$ cat config.mk
export PLATFORM = sky130hd
export DESIGN_NAME = result_bcd_fmt
export DESIGN_NICKNAME = d
export VERILOG_FILES = /design/src/rtl/result_bcd_fmt.sv
export SDC_FILE = /design/constraint.sdc
export NUM_CORES = 1
export LEC_CHECK = 0
export CAP_MARGIN = 20
export CORE_MARGIN = 2
export CORE_UTILIZATION = 25
export DETAILED_ROUTE_END_ITERATION = 7
export DONT_BUFFER_PORTS = 1
export GPL_TIMING_DRIVEN = 1
export PLACE_DENSITY_LB_ADDON = 0.2
export SETUP_SLACK_MARGIN = 0.02
export SLEW_MARGIN = 15
export SYNTH_ARGS = -nofsm -noshare
export SYNTH_HDL_FRONTEND = slang
export SYNTH_SLANG_ARGS = --single-unit
$ cat constraint.sdc
create_clock -name clk_db -period 4.3 [get_ports clk_db]
set_input_delay 1.29 -clock clk_db [delete_from_list [all_inputs] [get_ports clk_db]]
set_output_delay 1.29 -clock clk_db [all_outputs]
set_load 0.02 [all_outputs]
$ cat src/rtl/result_bcd_fmt.sv
// Signed fixed-point (x10000) to 8-digit BCD display formatter.
// Iterative double-dabble, then digit alignment / trailing-zero trim.
module result_bcd_fmt (
  input  logic        clk_db,
  input  logic        rst,
  input  logic        start,
  input  logic [63:0] value,
  output logic        busy,
  output logic        done,
  output logic [31:0] digits,
  output logic [2:0]  dp_pos,
  output logic        is_negative,
  output logic        overflow
);

  typedef enum logic [2:0] {
    S_IDLE,
    S_CONV,
    S_FMT,
    S_SHIFT,
    S_DONE
  } state_t;

  state_t      state, state_next;
  logic [63:0] mag;
  logic [79:0] bcd;
  logic [79:0] bcd_adj;
  logic [5:0]  cnt;
  logic        neg;
  logic        ovf;
  logic [3:0]  n_r;
  logic [2:0]  keep;
  logic [2:0]  drop;
  logic [4:0]  hi;
  logic [4:0]  n_calc;
  logic [2:0]  keep_calc;
  logic [31:0] digits_fmt;
  logic        shift_now;

  always_comb begin
    bcd_adj = bcd;
    for (int unsigned i = 0; i < 20; i++) begin
      if (bcd[4*i +: 4] >= 4'd5) bcd_adj[4*i +: 4] = bcd[4*i +: 4] + 4'd3;
    end
  end

  // Integer width n = highest nonzero integer digit index - 3, at least 1.
  always_comb begin
    hi = '0;
    for (int unsigned i = 4; i < 20; i++) begin
      if (bcd[4*i +: 4] != 4'd0) hi = 5'(i);
    end
    n_calc    = (hi > 5'd4) ? (hi - 5'd3) : 5'd1;
    keep_calc = (n_calc <= 5'd4) ? 3'd4 : 3'(5'd8 - n_calc);
  end

  always_comb begin
    digits_fmt = '1;
    for (int unsigned i = 0; i < 8; i++) begin
      if (i < 32'(n_r) + 32'(keep)) digits_fmt[4*i +: 4] = bcd[4*i +: 4];
    end
  end

  assign shift_now = (drop != 3'd0) || ((keep != 3'd0) && (bcd[3:0] == 4'd0));

  always_comb begin
    state_next = state;
    case (state)
      S_IDLE:  if (start) state_next = S_CONV;
      S_CONV:  if (cnt == 6'd63) state_next = S_FMT;
      S_FMT:   state_next = (n_calc > 5'd8) ? S_DONE : S_SHIFT;
      S_SHIFT: if (!shift_now) state_next = S_DONE;
      S_DONE:  state_next = S_IDLE;
      default: state_next = S_IDLE;
    endcase
  end

  always_ff @(posedge clk_db) begin
    if (rst) state <= S_IDLE;
    else     state <= state_next;
  end

  always_ff @(posedge clk_db) begin
    if (rst) begin
      busy        <= 1'b0;
      done        <= 1'b0;
      digits      <= '1;
      dp_pos      <= '0;
      is_negative <= 1'b0;
      overflow    <= 1'b0;
      mag         <= '0;
      bcd         <= '0;
      cnt         <= '0;
      neg         <= 1'b0;
      ovf         <= 1'b0;
      n_r         <= '0;
      keep        <= '0;
      drop        <= '0;
    end else begin
      done <= 1'b0;
      case (state)
        S_IDLE: begin
          if (start) begin
            mag  <= value[63] ? (~value + 64'd1) : value;
            neg  <= value[63];
            bcd  <= '0;
            cnt  <= '0;
            busy <= 1'b1;
          end
        end
        S_CONV: begin
          bcd <= {bcd_adj[78:0], mag[63]};
          mag <= {mag[62:0], 1'b0};
          cnt <= cnt + 6'd1;
        end
        S_FMT: begin
          ovf  <= (n_calc > 5'd8);
          n_r  <= n_calc[3:0];
          keep <= keep_calc;
          drop <= 3'd4 - keep_calc;
        end
        S_SHIFT: begin
          // Dropped digits are truncated first, then trailing zeros trimmed.
          if (drop != 3'd0) begin
            bcd  <= {4'h0, bcd[79:4]};
            drop <= drop - 3'd1;
          end else if ((keep != 3'd0) && (bcd[3:0] == 4'd0)) begin
            bcd  <= {4'h0, bcd[79:4]};
            keep <= keep - 3'd1;
          end
        end
        S_DONE: begin
          busy        <= 1'b0;
          done        <= 1'b1;
          is_negative <= neg;
          overflow    <= ovf;
          if (ovf) begin
            digits <= '1;
            dp_pos <= '0;
          end else begin
            digits <= digits_fmt;
            dp_pos <= keep;
          end
        end
        default: ;
      endcase
    end
  end

endmodule

==> results of run 1 <==
## critical path: stages, from the launching register on
cell and delay (ns):
dfxtp_1 0.35, inv_1 0.14, ha_4 0.17, nor3b_4 0.21, buf_4 0.15, nand2_1 0.07
a31oi_1 0.17, nor3_1 0.07, o21ai_0 0.14, nand2_1 0.10, inv_1 0.07, ha_1 0.16
nor2_1 0.05, or3b_4 0.39, and2_4 0.18, ha_2 0.21, a21oi_2 0.16, or2_2 0.14
nand2b_1 0.07, ha_1 0.23, or4_1 0.52, nand3_1 0.10, o21a_1 0.11
## per-layer routing
metal	up-vias	wire [µm]	track usage, %
li1	5723	-	-
met1	5475	17800	19.7
met2	197	17200	24.0
met3	46	1900	3.09
met4	0	588	2.93
met5	-	0	0
## path summary, 6_finish.rpt
path	slack (ns)	from	cells after the start	to
worst max-delay path	0.29	bcd[45]$_SDFFE_PP0P_	22	drop[2]$_SDFFE_PP0P_
worst min-delay path	0.45	neg$_SDFFE_PP0P_	2	neg$_SDFFE_PP0P_
worst max register to register	0.29	bcd[45]$_SDFFE_PP0P_	22	drop[2]$_SDFFE_PP0P_
worst min register to register	0.45	neg$_SDFFE_PP0P_	2	neg$_SDFFE_PP0P_
## flip-flops by register name, summed over array words and instances (netlist names)
| signal | flops |
|---|---|
| digits | 32 |
| busy | 1 |
| keep | 3 |
| overflow | 1 |
| drop | 3 |
| n_r | 4 |
| dp_pos | 3 |
| neg | 1 |
| ovf | 1 |
| cnt | 6 |
| bcd | 80 |
| is_negative | 1 |
| state | 3 |
| mag | 64 |
| done | 1 |
## cell type report
| class | count | area (µm²) |
|---|---|---|
| fillers | 5248 | 34500 |
| multi-input cells | 1230 | 7590 |
| flip-flops and latches | 204 | 4090 |
| clock buffers | 40 | 807 |
| well taps | 622 | 778 |
| repair buffers | 63 | 498 |
| inverters | 56 | 210 |
| clock inverters | 11 | 140 |
## synthesized netlist by cell type (7+ instances only)
library cell  count
a211oi_1         21
a21oi_1         151
a221oi_1         13
a22o_1           18
a22oi_1          76
a31oi_1          48
and2_1            7
buf_1            10
clkbuf_1        102
dfxtp_1         204
ha_1             56
inv_1            55
nand2_1         177
nand2b_1         32
nand3_1          28
nor2_1          197
nor2b_1           7
nor3_1           26
nor3b_1          21
o211ai_1          7
o21ai_0          73
o22ai_1          54
o31ai_1          24
o41ai_1          12
or3_1            16
or4_1            10
xnor2_1          47
xor2_1           42
## power by group
part / total (mW) / internal, mW / switching, mW
logic: 2.99 / 1.09 / 1.90
registers: 2.32 / 2.12 / 0.200
clock network: 2.41 / 1.48 / 0.933
total: 7.72 / 4.68 / 3.03
## cells by family after synthesis
logic type	after synthesis
buffers and inverters	174
XOR/XNOR	89
multiplexers	3
AO/OA/AOI/OAI	525
flip-flops	204
AND/OR/NAND/NOR	556
adder cells (fa/ha/maj)	57
## repair_timing
| item | 4_1_cts | 5_1_grt |
|---|---|---|
| pin swaps | 0 | 2 |
| setup buffers | 0 | 2 |
| setup endpoints to repair | 1 | 2 |
| resized for setup | 3 | 17 |
| hold buffers | 0 | 0 |
==> metrics.md, run 1 <==
| Metric | Value |
|---|---|
| Crit Path Class | reg2reg |
| Static leakage | 4.83 nW |
| Total die area | 50700 µm² |
| Max-slew violations | 0 |
| WHS | 0.455 ns |
| CTS clk-pin slew, worst paths | 0.06 ns |
| Antenna Cells | 0 |
| Area Overhead vs Synth | 15.3% |
| Largest family of logic cells by synthesized area | compound AO/OA/AOI/OAI gates |
| Post-synth top area cell | dfxtp_1 |
| Design Power | 7.72 mW |
| CTS tree | yes |
| Unique masters post-synth | 63 |
| Most common flop cell mapped by yosys | dfxtp_1 |
| Crit end category | flip-flop |
| Synth warnings | 0 |
| Wire length per cell | 16.8 µm |
| Clk sinks | 204 |
| Clk_lat worst skew | 0.56 ns |
| Initial antenna violation count | 0 |
| Largest net degree at the start of global routing | 173 |
| Global-route wire length before repair | 60900 µm |
| CTS Buf Count | 28 |
| Minimum clock period | 4.01 ns |
| Worst endpoint required time | 4.81 ns |
| Commonest non-fill, non-tap cell in the layout | dfxtp_1 |
| Synth area leaders | dfxtp_1 33%, a21oi_1 6.2%, nor2_1 6.0% |
| Vias in the first global route | 11200 |
| Post-route ant nets | 0 |
| Layout Utilization | 29.0% |
| 1st-iter DRT viols | 679 |
| Row cnt | 81 |
| Clock skew | 0.0216 ns |
| Sequential cell area fraction in the yosys report | 33.4% |
| H-tree lvl count | 1 |
| Crit path DAT | 4.52 ns |
| Fin crit share | 93.3% |
| Vias/cell | 5.14 |
| Nets@finish | 1707 |
| Fmax | 249 MHz |
| CP Launch Type | flip-flop |
| Mux contribution to synthesized area | 0.256% |
| Placed cell area | 13100 µm² |
| Final hold violations | 0 |
| Number of flops mapped to enable cells by yosys | 0 |
| Post-synthesis adder-cell area fraction | 5.89% |
| Share of layout cells above drive strength 1 | 9.23% |
| Die X-Extent | 225 µm |
| Placed Cells incl. Taps | 2173 |
| Initial Util | 25.1% |
| Mapped Cells | 1608 |
| Setup tns final | 0 ns |
| Min-Delay Path Class | reg2reg |
| Clk root buf | clkbuf_16 |
| Final Instance Area | 14100 µm² |
| Post-synthesis xor/xnor area fraction | 6.37% |
| GPL Wtd Cong | 0.781 |
| DRC viols | 0 |
| Final non-filler cell total | 2226 |
| Worst vdd ir | 0.000322 V |
| Post-Synth Simple-Gate Area | 21.0% |
| Cell area after synthesis | 12200 µm² |
| Synth Net Count | 1732 |
| Relative slew margins | 28.5% |
| Worst Tran Pin Value | 1.07 ns |
| Crit path setup slack, layout | 0.287 ns |
| Status | finished clean |
| Synth top area share | 33.4% |
| Avg Synthesized Cell Area | 7.61 µm² |
| DR pass1 iterations | 5 |
| Setup Viol. Count Final | 0 |
| Worst Path Max Fanout | 5 |
| Complex-gate fraction of the synthesized area | 27.6% |
| Ys async rst share | 0% |
| Area of the core | 48600 µm² |
| Clock tree buffer depth | 3 |
| Drt total wl | 37400 µm |
| DP Wirelength | 24500 µm |
| Pre-CTS setup slack | -0.0803 ns |
| Register bit total from synthesis | 204 |
| Cell Pwr Density | 547 nW/µm² |
| Vias post-DR | 11400 |
| RSZ-0062 raised after global routing | false |
| Most frequent cells in the layout | 203 x dfxtp_1, 193 x nor2_1, 176 x nand2_1, 149 x a21oi_1, 76 x a22oi_1 |
| I/O pin count | 106 |
| Max Cap Violations | 0 |
| Port Buffers | 0 |
| All-layer global routing usage | 14.6% |
| Die height | 225 µm |
| GRT Residual Overflow | 0 |
(Power assumes the default switching activity.)
==> inputs of run 2 (changes only) <==
Settings changed: CTS_CLUSTER_SIZE set to 14.
==> metrics.md, run 2 (synthesized netlist as in run 1, its figures left out) <==
| Metric | Value |
|---|---|
| Initial Util | 25.1% (unchanged) |
| Final Instance Area | 14100 µm² (unchanged) |
| CTS clk-pin slew, worst paths | 0.06 ns (about the same) |
| Share of layout cells above drive strength 1 | 9.23% (unchanged) |
| Fmax | 249 MHz (about the same) |
| Clk sinks | 204 (unchanged) |
| Vias/cell | 5.13 (-0.22%) |
| Post-route ant nets | 0 (unchanged) |
| GRT Residual Overflow | 0 (unchanged) |
| GPL Wtd Cong | 0.781 (unchanged) |
| Relative slew margins | 28.3% (-0.17 points) |
| Drt total wl | 37400 µm (about the same) |
| Crit path DAT | 4.52 ns (about the same) |
| Die X-Extent | 225 µm (unchanged) |
| Setup Viol. Count Final | 0 (unchanged) |
| Met1 Use GR | 19.7% (unchanged) |
| Static leakage | 4.83 nW (unchanged) |
| WHS | 0.455 ns (-0.000296 ns) |
| 1st-iter DRT viols | 715 (+5.3%) |
| Status | finished clean |
| CP Launch Type | flip-flop |
| Port Buffers | 0 (unchanged) |
| Clock skew | 0.0217 ns (+0.000128 ns) |
| Top reg by flops | bcd |
| DRC viols | 0 (unchanged) |
| Top Usage Layer GRT | met2 |
| Part of the power in registers | 30.1% (about the same) |
| Worst Path Max Fanout | 5 (unchanged) |
| Antenna Cells | 0 (unchanged) |
| Comb power frac | 38.7% (about the same) |
| Cell Pwr Density | 547 nW/µm² (about the same) |
| Clock share of power | 31.3% (about the same) |
| Design Power | 7.71 mW (about the same) |
| Minimum clock period | 4.01 ns (+0.00147 ns) |
| Clk_lat worst skew | 0.56 ns (about the same) |
| Met3 Track Usage GR | 3.09% (unchanged) |
| Internal power | 4.68 mW (about the same) |
| Vias in the first global route | 11200 (unchanged) |
| Area of the core | 48600 µm² (unchanged) |
| Wire length per cell | 16.8 µm (about the same) |
| Clk root buf | clkbuf_16 |
| Row cnt | 81 (unchanged) |
| CTS Buf Count | 28 (unchanged) |
| Max Cap Violations | 0 (unchanged) |
| Crit Path Class | reg2reg |
| Top Registers | bcd x80, mag x64, digits x32 |
| Largest register FFs | 80 (unchanged) |
| Area Overhead vs Synth | 15.3% (unchanged) |
| Commonest non-fill, non-tap cell in the layout | dfxtp_1 |
| All-layer global routing usage | 14.6% (unchanged) |
| Min-Delay Path Class | reg2reg |
| DR pass1 iterations | 5 (unchanged) |
| Worst vdd ir | 0.000321 V (-0.13%) |
| Fin crit share | 93.4% (about the same) |
| H-tree lvl count | 1 (unchanged) |
| Vias post-DR | 11400 (-0.22%) |
| Worst endpoint required time | 4.81 ns (about the same) |
| Worst Tran Pin Value | 1.07 ns (+0.00255 ns) |
| Sw Ratio | 39.3% (about the same) |
| Max-slew violations | 0 (unchanged) |
| Largest net degree at the start of global routing | 173 (unchanged) |
| Initial antenna violation count | 0 (unchanged) |
| Most frequent cells in the layout | 203 x dfxtp_1, 193 x nor2_1, 176 x nand2_1, 149 x a21oi_1, 76 x a22oi_1 |
| Placed cell area | 13100 µm² (unchanged) |
| Met2 usage | 24.0% (unchanged) |
| Die height | 225 µm (unchanged) |
| Final hold violations | 0 (unchanged) |
| I/O pin count | 106 (unchanged) |
| RSZ-0062 raised after global routing | false |
| Sw power | 3.03 mW (about the same) |
| DP Wirelength | 24500 µm (unchanged) |
| Crit end category | flip-flop |
| Global-route wire length before repair | 60900 µm (unchanged) |
| Nets@finish | 1707 (unchanged) |
| Clock tree buffer depth | 3 (unchanged) |
| CTS tree | yes |
| Total die area | 50700 µm² (unchanged) |
[run 2: layer usage]
metal,wire length [µm],share of wire (%),up-vias
li1,-,-,5718
met1,17800,48,5464
met2,17100,46,188
met3,1870,5.0,46
met4,595,1.6,0
met5,0,0,-
[run 2: timing repair]
item,4_1_cts,5_1_grt
resized for setup,3,17
buffers inserted,0,2
setup endpoints to repair,1,2
endpoints found under the hold margin,0,0
pin swaps,0,2
hold buffers,0,0
[run 2: final cells by class]
type	instances	area, µm²
Timing Repair Buffer	63	498
Fill cell	5248	34500
Inverter	56	210
Clock inverter	11	140
Clock buffer	40	807
Sequential cell	204	4090
Tap cell	622	778
Multi-Input combinational cell	1230	7590
[run 2: power by group through the flow]
stage / combinational (mW) / sequential, mW / clock, mW
final: 2.98 / 2.32 / 2.41
after global routing: 3.36 / 2.35 / 2.56
after CTS: 2.92 / 2.32 / 2.49
after detailed placement: 2.91 / 2.36 / 0
after global placement: 2.89 / 2.35 / 0
after floorplan: 2.09 / 2.29 / 0
[run 2: through the flow]
step	TNS (ns)	util, %	setup WS, ns	cells
4_1_cts	0	28.8	0.0214	2224
3_5_place_dp	-0.436	26.9	-0.0803	2173
3_3_place_gp	-0.636	26.9	-0.131	2173
2_1_floorplan	0	-	0.0178	1608
6_report	0	29.0	0.285	2226
5_1_grt	0	29.0	0.00271	2226
[run 2: critical path: stages, from the launching register on]
cell and delay (ns):
dfxtp_1 0.35, inv_1 0.15, ha_4 0.17, nor3b_4 0.21, buf_4 0.15, nand2_1 0.07, a31oi_1 0.17, nor3_1 0.07
o21ai_0 0.14, nand2_1 0.10, inv_1 0.07, ha_1 0.16, nor2_1 0.05, or3b_4 0.39, and2_4 0.18, ha_2 0.21
a21oi_2 0.15, or2_2 0.14, nand2b_1 0.07, ha_1 0.23, or4_1 0.52, nand3_1 0.10, o21a_1 0.11
[run 2: worst paths after layout]
check / depth (start not counted) / startpoint / to / slack [ns]
hold reg to reg: 2 / neg$_SDFFE_PP0P_ / neg$_SDFFE_PP0P_ / 0.45
setup reg to reg: 22 / bcd[45]$_SDFFE_PP0P_ / drop[2]$_SDFFE_PP0P_ / 0.29
setup / recovery: 22 / bcd[45]$_SDFFE_PP0P_ / drop[2]$_SDFFE_PP0P_ / 0.29
hold / removal: 2 / neg$_SDFFE_PP0P_ / neg$_SDFFE_PP0P_ / 0.45
==> inputs of run 3 (changes only) <==
Settings changed: ABC_AREA set to 0.
==> results of run 3 <==
Same layout as run 2: the final DEF is identical, and so are final timing and power.
